[src/rtl/serial_paralelo.sv]
// Serial-to-parallel lane receiver: samples one bit per clk_8f edge, locks byte
// alignment on a run of COMMA symbols, then presents each non-COMMA byte with a valid flag.
module serial_paralelo #(
    parameter logic [7:0] COMMA      = 8'hBC,
    parameter int          LOCK_COUNT = 4
) (
    input  logic       clk_8f,
    input  logic       reset,
    input  logic       serial_in,
    output logic [7:0] data_out,
    output logic       valid_out,
    output logic       active
);

    typedef enum logic [1:0] {
        ST_SEARCH,
        ST_ALIGN,
        ST_ACTIVE
    } state_t;

    localparam logic [3:0] LOCK_LAST = 4'(LOCK_COUNT);

    state_t     state_q,   state_d;
    logic [7:0] sr_q,      sr_d;
    logic [2:0] bit_cnt_q, bit_cnt_d;
    logic [2:0] bc_cnt_q,  bc_cnt_d;
    logic [7:0] data_q,    data_d;
    logic       valid_q,   valid_d;

    logic [7:0] w;
    logic       is_comma;
    logic       boundary;

    assign w        = {sr_q[6:0], serial_in};
    assign is_comma = (w == COMMA);
    assign boundary = (bit_cnt_q == 3'd7);

    // NOTE: every variable gets a default before the case so no path leaves it unassigned (no latches).
    always_comb begin
        state_d   = state_q;
        sr_d      = w;
        bit_cnt_d = boundary ? 3'd0 : bit_cnt_q + 3'd1;
        bc_cnt_d  = bc_cnt_q;
        data_d    = data_q;
        valid_d   = valid_q;

        unique case (state_q)
            ST_SEARCH: begin
                valid_d = 1'b0;
                // Sliding match: any bit position may start a COMMA while searching.
                if (is_comma) begin
                    state_d   = ST_ALIGN;
                    bc_cnt_d  = 3'd1;
                    bit_cnt_d = 3'd0;
                end
            end
            ST_ALIGN: begin
                valid_d = 1'b0;
                if (boundary) begin
                    if (is_comma) begin
                        bc_cnt_d = bc_cnt_q + 3'd1;
                        if ({1'b0, bc_cnt_q} + 4'd1 == LOCK_LAST) begin
                            state_d = ST_ACTIVE;
                        end
                    end else begin
                        state_d  = ST_SEARCH;
                        bc_cnt_d = 3'd0;
                    end
                end
            end
            ST_ACTIVE: begin
                if (boundary) begin
                    if (is_comma) begin
                        valid_d = 1'b0;
                    end else begin
                        data_d  = w;
                        valid_d = 1'b1;
                    end
                end
            end
            default: begin
                state_d = ST_SEARCH;
            end
        endcase
    end

    // NOTE: sequential state uses non-blocking assignments so all registers update together at the edge.
    always_ff @(posedge clk_8f or negedge reset) begin
        if (!reset) begin
            state_q   <= ST_SEARCH;
            sr_q      <= 8'h00;
            bit_cnt_q <= 3'd0;
            bc_cnt_q  <= 3'd0;
            data_q    <= 8'h00;
            valid_q   <= 1'b0;
        end else begin
            state_q   <= state_d;
            sr_q      <= sr_d;
            bit_cnt_q <= bit_cnt_d;
            bc_cnt_q  <= bc_cnt_d;
            data_q    <= data_d;
            valid_q   <= valid_d;
        end
    end

    assign data_out  = data_q;
    assign valid_out = valid_q;
    assign active    = (state_q == ST_ACTIVE);

endmodule

[config.mk]
export PLATFORM = sky130hd
export DESIGN_NAME = serial_paralelo
export DESIGN_NICKNAME = d
export VERILOG_FILES = /design/src/rtl/serial_paralelo.sv
export SDC_FILE = /design/constraint.sdc
export NUM_CORES = 1
export LEC_CHECK = 0
export CORE_AREA = 2 2 50 70
export CTS_CLUSTER_DIAMETER = 60
export DETAILED_ROUTE_END_ITERATION = 16
export DIE_AREA = 0 0 52 72
export PLACE_DENSITY = 0.6
export REMOVE_ABC_BUFFERS = 1
export SYNTH_ARGS = -nofsm -noshare
export SYNTH_HDL_FRONTEND = slang
export SYNTH_SLANG_ARGS = --single-unit
[constraint.sdc]
create_clock -name clk_8f -period 1.5 [get_ports clk_8f]
set_input_delay 0.15 -clock clk_8f [delete_from_list [all_inputs] [get_ports clk_8f]]
set_output_delay 0.15 -clock clk_8f [all_outputs]
set_load 0.02 [all_outputs]
==> results.cfg, run 1 <==
[run_status]
outcome = finished clean

[placed_design]
place.gp.congestion = 0.816
preCtsSetupSlack_ns = -0.113
place_inst = 133
port_buffers = 12
dp_hpwl_um = 1320

[sta]
setup_viol = 0
rsz0062_at_grt = yes
tightest_slew_ns = 0.298
fmax_mhz = 682
min_period_over_period_pct = 97.8
hold_viol = 0
period_needed_ns = 1.47
relSlewSlack_pct = 80.1
skew_ns = 0.00486
maxSlewViolCount = 0
setup_ws_ns = 0.0328

[critical_path]
cp-start-kind = register
crit_type = reg -> reg
arrival_ns = 1.62
endpoint_kind = register
required_ns = 1.65
path_max_fanout = 4

[clocking]
insertion_delay_ns = 0.26
cts_tree = built
clockBufferDepth = 2
clock-root-buffer = clkbuf_8
clock_sinks = 24
htree_levels = 1
cts_made_buffers = 3
hold_buffers = 0
clkTransAtPathRegs_ns = 0.08

[routing]
dr.pass1.iters = 4
drcViolationCount = 0
vias = 652
drtAntennaViolNets = 0
drtIter0Drc = 19
wire_per_inst_um = 13.3
postRouteWirelength_um = 1830
viasPerCell = 4.72

[power]
powerDensity_nw_per_um2 = 967
p_leak_nw = 0.660
vdd_drop_max_mv = 0.578

[die]
die_y_um = 72
coreArea_um2 = 3090
num_rows = 24
start_util_pct = 33.5
ioPinCount = 13
dieArea_um2 = 3740
die_width_um = 52

[cells_and_area]
area_growth_pct = 31.1
layoutNonFillerInstCount = 138
final_common_cell = dfrtp_1
layout_common_cells = dfrtp_1, buf_4, clkdlybuf4s50_1
drive_above_1_share_pct = 36.4
fin_nets = 108
n_antenna_cell = 0

[synthesis]
synth-main-ff-cell = dfrtp_1
yosys_warnings = 0
ys_seq_area_share_pct = 57.9
synthCells = 73
synth_edf_count = 0
synth-seq-cells = 24
synth_area_per_cell_um2 = 14.2
syn_area_um2 = 1040
ys_types = 28
async_flop_share_pct = 100

[job]
cap_violations = 0

[global_routing]
grt_pass1_wl_um = 3100
grt_overflow = 0
antenna_found_initial = 0
track_usage_pct = 11.4
grt_start_max_net_pins = 25
grt_pass1_vias = 645

[worst_hold_path]
hold_class = in -> async
-- worst max-delay path, cell delays in order, from the launching register on --
cell and delay [ns]:
dfrtp_1 0.38, and4b_1 0.24, and4_4 0.24, nor2_4 0.19, mux2_4 0.31
-- final timing paths --
path	slack [ns]	endpoint	depth (start not counted)	startpoint
setup / recovery	0.03	data_out[6]	4	sr_q[4]
hold / removal	0.24	bc_cnt_q[2]	2	reset
setup reg to reg	0.03	data_out[6]	4	sr_q[4]
hold reg to reg	0.42	sr_q[1]	0	sr_q[0]
max in group asynchronous	1.03	data_out[5]	2	reset
min in group clk_8f	0.38	sr_q[0]	1	serial_in
-- per-stage QoR --
stage | TNS [ns] | power [mW] | hold WS [ns] | utilization (%) | area, µm²
detailed placement | -0.993 | 0.945 | 0.392 | 41.3 | 1280
global placement | -0.727 | 0.935 | 0.376 | 41.3 | 1280
finish | 0 | 1.32 | 0.241 | 44.0 | 1360
floorplan | 0 | 0.859 | -0.146 | - | 1030
global route | -0.219 | 1.38 | 0.280 | 44.0 | 1360
CTS | 0 | 1.31 | 0.252 | 43.1 | 1330
-- report_power, final --
part           total, mW  switching, mW  internal (mW)  leakage, nW
sequential         0.754         0.0421          0.712        0.311
combinational      0.194         0.0863          0.108        0.327
clock              0.368          0.188          0.179       0.0216
-- flip-flops by register name, summed over array words and instances, names as in the netlist --
register / count
bit_cnt_q: 3
bc_cnt_q: 3
valid_out: 1
data_out: 8
sr_q: 7
state_q: 2
-- cell type report --
type	instances	area, µm²
Clock buffer	3	41.3
Tap cell	39	48.8
Multi-Input combinational cell	47	457
Inverter	1	3.75
Timing Repair Buffer	24	209
Sequential cell	24	601
Fill cell	298	1730
-- routing by layer --
| metal | vias up | wire [µm] | global-route usage [%] | part of all wire [%] |
|---|---|---|---|---|
| met5 | - | 0 | 0 | 0 |
| li1 | 316 | - | - | - |
| met2 | 10 | 938 | 16.9 | 51 |
| met1 | 321 | 804 | 15.7 | 44 |
| met3 | 5 | 48 | 1.85 | 2.6 |
| met4 | 0 | 39 | 6.14 | 2.1 |
-- synthesized netlist by cell type (2+ instances only) --
cell / number / share of area, %
dfrtp_1: 24 / 58
mux2_4: 8 / 12
ha_1: 4 / 4.8
nor2_1: 4 / 1.4
o21ai_0: 4 / 1.9
nor2b_1: 3 / 1.8
a21oi_1: 2 / 0.97
a31o_2: 2 / 1.7
and2_1: 2 / 1.2
nand2b_1: 2 / 1.2
-- cells by family after synthesis --
family	synth area share [%]
DFF	57.9
and+or+nand+nor	15.4
AOI/OAI and AO/OA	8.93
muxes	11.6
adders and majority gates	4.83
buffers and inverters	1.33
-- timing repair --
item                       4_1_cts  5_1_grt
resized for setup                2        4
pin swaps                        1        3
buffers inserted                 0        1
setup endpoints to repair       10       14
gates cloned                     1        0
Note: power is estimated with default switching activity, not from simulation.
==> run 2: changes to the inputs <==
--- a/config.mk
+++ b/config.mk
@@ -5,11 +5,11 @@
 export SDC_FILE = /design/constraint.sdc
 export NUM_CORES = 1
 export LEC_CHECK = 0
-export CORE_AREA = 2 2 50 70
+export CORE_AREA = 2 2 54 76
 export CTS_CLUSTER_DIAMETER = 60
 export DETAILED_ROUTE_END_ITERATION = 16
-export DIE_AREA = 0 0 52 72
-export PLACE_DENSITY = 0.6
+export DIE_AREA = 0 0 56 78
+export PLACE_DENSITY = 0.54
 export REMOVE_ABC_BUFFERS = 1
 export SYNTH_ARGS = -nofsm -noshare
 export SYNTH_HDL_FRONTEND = slang
==> run 2 against run 1 <==
Effect of this change:
- sequential share of layout area down 1.2 points
- die area increased by 17%
- via count rose by 4.6%
- worst setup slack worse by 0.019 ns
- combinational power grew 10%
- highest routed layer unchanged
- final area increased by 2.9%
- first-iteration DRC count is 89% higher
- clock skew rose by 0.0014 ns
- critical path depth did not move
- core utilization decreased by 5.6 points
==> results.cfg, run 2 (synthesis results as in run 1) <==
[critical_path]
crit_type = reg -> reg
path_max_fanout = 5
cp-start-kind = register
ff2ff_path_depth = 4
cp_num_cells = 4
ff2ff_setup_slack_ns = 0.01
required_ns = 1.65
crit_family = simple AND/OR/NAND/NOR gates
rr_endpoint = data_out[7]
slowest_delay_ns = 0.40
r2r-start = sr_q[5]
path_buf_inv = 0
arrival_ns = 1.63
path_cells = and4b_1 > and4_4 > nor2_8 > mux2_4
crit_slowest_cell = dfrtp_1
endpoint_kind = register

[cells_and_area]
stdcell_area_um2 = 1400
n_antenna_cell = 0
utilization_pct = 38.4
final_common_cell = dfrtp_1
largest_reg_flops = 8
layout_common_cells = dfrtp_1, buf_4, clkdlybuf4s50_1
num-fill-cells = 362
fin_nets = 110
drive_above_1_share_pct = 39.2
layoutNonFillerInstCount = 144
area_growth_pct = 34.9

[routing]
wire_per_inst_um = 13.5
viasPerCell = 4.74
postRouteWirelength_um = 1950
vias = 682
drtAntennaViolNets = 0
drtIter0Drc = 36
dr.pass1.iters = 4
drcViolationCount = 0

[global_routing]
grt_pass1_wl_um = 3390
track_usage_pct = 10.1
grt_pass1_vias = 682
antenna_found_initial = 0
grt_start_max_net_pins = 25
grt_overflow = 0

[die]
num_rows = 26
coreArea_um2 = 3640
ioPinCount = 13
die_width_um = 56
die_y_um = 78
dieArea_um2 = 4370
start_util_pct = 28.5

[power]
vdd_drop_max_mv = 0.479
p_leak_nw = 0.677
powerDensity_nw_per_um2 = 996

[sta]
fmax_mhz = 673
period_needed_ns = 1.49
tightest_slew_ns = 0.302
relSlewSlack_pct = 79.9
skew_ns = 0.00623
rsz0062_at_grt = yes
hold_viol = 0
min_period_over_period_pct = 99.1
maxSlewViolCount = 0
setup_viol = 0

[clocking]
cts_tree = built
insertion_delay_ns = 0.26
clkTransAtPathRegs_ns = 0.08
clock_sinks = 24
clockBufferDepth = 2
hold_buffers = 0
clock-root-buffer = clkbuf_8
htree_levels = 1
cts_made_buffers = 3

[placed_design]
placed_area_um2 = 1290
place.gp.congestion = 0.697
place_inst = 137
port_buffers = 12
dp_hpwl_um = 1350

[job]
cap_violations = 0

[worst_hold_path]
hold_class = in -> async

[run_status]
outcome = finished clean
==> run 2: what timing repair did <==
| item | 4_1_cts | 5_1_grt |
|---|---|---|
| setup endpoints to repair | 12 | 14 |
| pin swaps | 1 | 2 |
| cloned | 1 | 0 |
| setup buffers | 0 | 2 |
| gates resized for setup | 2 | 8 |
==> run 2: where the power goes <==
group	leakage [nW]	internal (mW)	switching, mW
Sequential	0.311	0.712	0.0417
Clock	0.0288	0.234	0.192
Combinational	0.337	0.121	0.0927
==> run 2: routing by layer <==
| layer | vias up | share of wire (%) | global-route usage [%] |
|---|---|---|---|
| met3 | 2 | 4.6 | 2.67 |
| met5 | - | 0 | 0 |
| met4 | 0 | 1.3 | 4.29 |
| li1 | 322 | - | - |
| met1 | 341 | 44 | 13.0 |
| met2 | 17 | 50 | 16.0 |
==> run 2: per-stage QoR <==
step / total power, mW / setup WS, ns / setup TNS, ns / hold WS, ns
after floorplan: 0.859 / 0.0375 / 0 / -0.146
after global placement: 0.938 / -0.0974 / -0.829 / 0.384
after detailed placement: 0.949 / -0.121 / -1.20 / 0.389
after CTS: 1.38 / 0.000433 / 0 / 0.245
after global routing: 1.49 / -0.0336 / -0.220 / 0.259
final: 1.39 / 0.0137 / 0 / 0.237
==> run 2: worst max path at each step <==
stage | start | endpoint | slack, ns
after global routing | sr_q[5] | data_out[1] | -0.03
after CTS | bit_cnt_q[0] | bc_cnt_q[0] | 0.0004
after detailed placement | serial_in | data_out[0] | -0.12
after floorplan | state_q[0] | data_out[0] | 0.04
final | sr_q[5] | data_out[7] | 0.01
after global placement | serial_in | data_out[5] | -0.1
==> run 2: worst register-to-register path, delay by kind of cell, from the launching register on <==
family,cells,cell delay (ns)
flip-flops,1,0.40
multiplexers,1,0.30
AND/OR/NAND/NOR,3,0.68
==> run 2: layout make-up <==
| type | instances | area [µm²] | area share (%) |
|---|---|---|---|
| clock buffer | 4 | 55.1 | 3.94 |
| multi-input combinational | 47 | 459 | 32.8 |
| tap | 42 | 52.6 | 3.76 |
| timing repair buffer | 26 | 228 | 16.3 |
| sequential | 24 | 601 | 42.9 |
| inverter | 1 | 3.75 | 0.268 |
==> run 3: changes to the inputs <==
--- a/config.mk
+++ b/config.mk
@@ -9,8 +9,9 @@
 export CTS_CLUSTER_DIAMETER = 60
 export DETAILED_ROUTE_END_ITERATION = 16
 export DIE_AREA = 0 0 56 78
-export PLACE_DENSITY = 0.54
+export PLACE_DENSITY = 0.52
 export REMOVE_ABC_BUFFERS = 1
+export SETUP_SLACK_MARGIN = 0.02
 export SYNTH_ARGS = -nofsm -noshare
 export SYNTH_HDL_FRONTEND = slang
 export SYNTH_SLANG_ARGS = --single-unit
==> constraint.sdc (replaced) <==
create_clock -name clk_8f -period 1.6 [get_ports clk_8f]
set_input_delay 0.16 -clock clk_8f [delete_from_list [all_inputs] [get_ports clk_8f]]
set_output_delay 0.16 -clock clk_8f [all_outputs]
set_load 0.02 [all_outputs]
==> run 3 against run 2 <==
Effect of this change:
- combinational power is 28% lower
- final area shrank 4.6%
- critical path depth unchanged
- die area unchanged
- cell count is 4.9% lower
- first-iteration DRC count shrank 75%
- sequential share of layout area is 2.1 points higher
- sequential cell count did not move
- sequential power fell by 6.6%
- clock power up 23%
- worst hold slack got worse by 0.0026 ns
==> results.cfg, run 3 (synthesis results as in run 1) <==
[global_routing]
grt_overflow = 0
track_usage_pct = 9.19
grt_pass1_wl_um = 3250
antenna_found_initial = 0
grt_start_max_net_pins = 25
grt_pass1_vias = 726

[sta]
period_needed_ns = 1.53
fmax_mhz = 654
hold_viol = 0
min_period_over_period_pct = 95.6
relSlewSlack_pct = 80.8
maxSlewViolCount = 0
tightest_slew_ns = 0.288
fin_setup_tns_ns = 0
skew_ns = 0.00543
rsz0062_at_grt = no
setup_viol = 0
whs_ns = 0.235

[critical_path]
ff2ff_setup_slack_ns = 0.07
rr_endpoint = data_out[2]
r2r-start = sr_q[4]
crit_type = reg -> reg
path_cells = and4b_1 > and4_4 > nor2_8 > mux2_4
cp-start-kind = register
required_ns = 1.75
slowest_delay_ns = 0.40
endpoint_kind = register
crit_slowest_cell = dfrtp_1
ff2ff_path_depth = 4
arrival_ns = 1.68
path_buf_inv = 0
crit_family = simple AND/OR/NAND/NOR gates
path_max_fanout = 9

[routing]
viasPerCell = 4.57
drtAntennaViolNets = 0
dr.pass1.iters = 2
drcViolationCount = 0
drtIter0Drc = 9
vias = 626
wire_per_inst_um = 13.2
postRouteWirelength_um = 1800

[cells_and_area]
stdcell_area_um2 = 1340
drive_above_1_share_pct = 31.6
n_antenna_cell = 0
final_common_cell = dfrtp_1
area_growth_pct = 28.7
layout_common_cells = dfrtp_1, clkdlybuf4s50_1, mux2_4, buf_4
utilization_pct = 36.6
largest_reg_flops = 8
fin_nets = 103

[die]
num_rows = 26
coreArea_um2 = 3640
start_util_pct = 28.5
die_width_um = 56
die_y_um = 78
ioPinCount = 13
dieArea_um2 = 4370

[placed_design]
dp_hpwl_um = 1330
port_buffers = 12
placed_area_um2 = 1260
place.gp.congestion = 0.801

[clocking]
clockBufferDepth = 2
cts_made_buffers = 3
clkTransAtPathRegs_ns = 0.09
clock-root-buffer = clkbuf_8
clock_sinks = 24
htree_levels = 1
insertion_delay_ns = 0.26
cts_tree = built

[power]
powerDensity_nw_per_um2 = 1040
vdd_drop_max_mv = 0.756
p_leak_nw = 0.647

[job]
cap_violations = 0

[worst_hold_path]
hold_class = in -> async

[run_status]
outcome = finished clean
## run 3: where the power goes
part | switching (mW) | total, mW | leakage, nW | internal [mW]
logic | 0.0737 | 0.155 | 0.300 | 0.0814
registers | 0.0359 | 0.703 | 0.311 | 0.667
clock network | 0.190 | 0.525 | 0.0357 | 0.334
total | 0.300 | 1.38 | 0.647 | 1.08
## run 3: worst register-to-register path: stages (launching register included)
cell     delay, ns
dfrtp_1       0.40
and4b_1       0.24
and4_4        0.22
nor2_8        0.23
mux2_4        0.33
## run 3: final cells by class
| class | instances | area (µm²) |
|---|---|---|
| Multi-Input combinational cell | 46 | 428 |
| Timing Repair Buffer | 20 | 179 |
| Inverter | 1 | 3.75 |
| Tap cell | 42 | 52.6 |
| Sequential cell | 24 | 601 |
| Clock buffer | 3 | 41.3 |
| Clock inverter | 1 | 30.0 |
| Fill cell | 376 | 2310 |
## run 3: what timing repair did
| item | CTS | global route |
|---|---|---|
| buffers inserted | 0 | 0 |
| setup endpoints to repair | 3 | 1 |
| pin swaps | 0 | 1 |
| gates resized for setup | 2 | 1 |
| hold buffers | 0 | 0 |
## run 3: routing by layer
| layer | GRT usage [%] | part of all wire (%) | vias up |
|---|---|---|---|
| li1 | - | - | 306 |
| met1 | 11.9 | 44 | 307 |
| met2 | 15.2 | 53 | 11 |
| met3 | 1.50 | 2.7 | 2 |
| met4 | 3.57 | 0.44 | 0 |
| met5 | 0 | 0 | - |
## run 3: how the worst max path moves through the flow
| stage | end | cells after the start | startpoint | slack [ns] |
|---|---|---|---|---|
| after floorplan | data_out[0] | 4 | state_q[0] | 0.14 |
| after global placement | data_out[1] | 5 | serial_in | 0.02 |
| after detailed placement | data_out[7] | 5 | serial_in | 0.001 |
| after CTS | data_out[2] | 4 | sr_q[4] | 0.06 |
| after global routing | data_out[1] | 4 | sr_q[3] | 0.02 |
| final | data_out[2] | 4 | sr_q[4] | 0.07 |
## run 3: metrics by stage
step	setup slack [ns]	total power, mW	instances
2_1_floorplan	0.138	0.805	71
3_3_place_gp	0.0211	0.866	133
3_5_place_dp	0.00115	0.873	133
4_1_cts	0.0564	1.40	137
5_1_grt	0.0236	1.47	137
6_report	0.0707	1.38	137
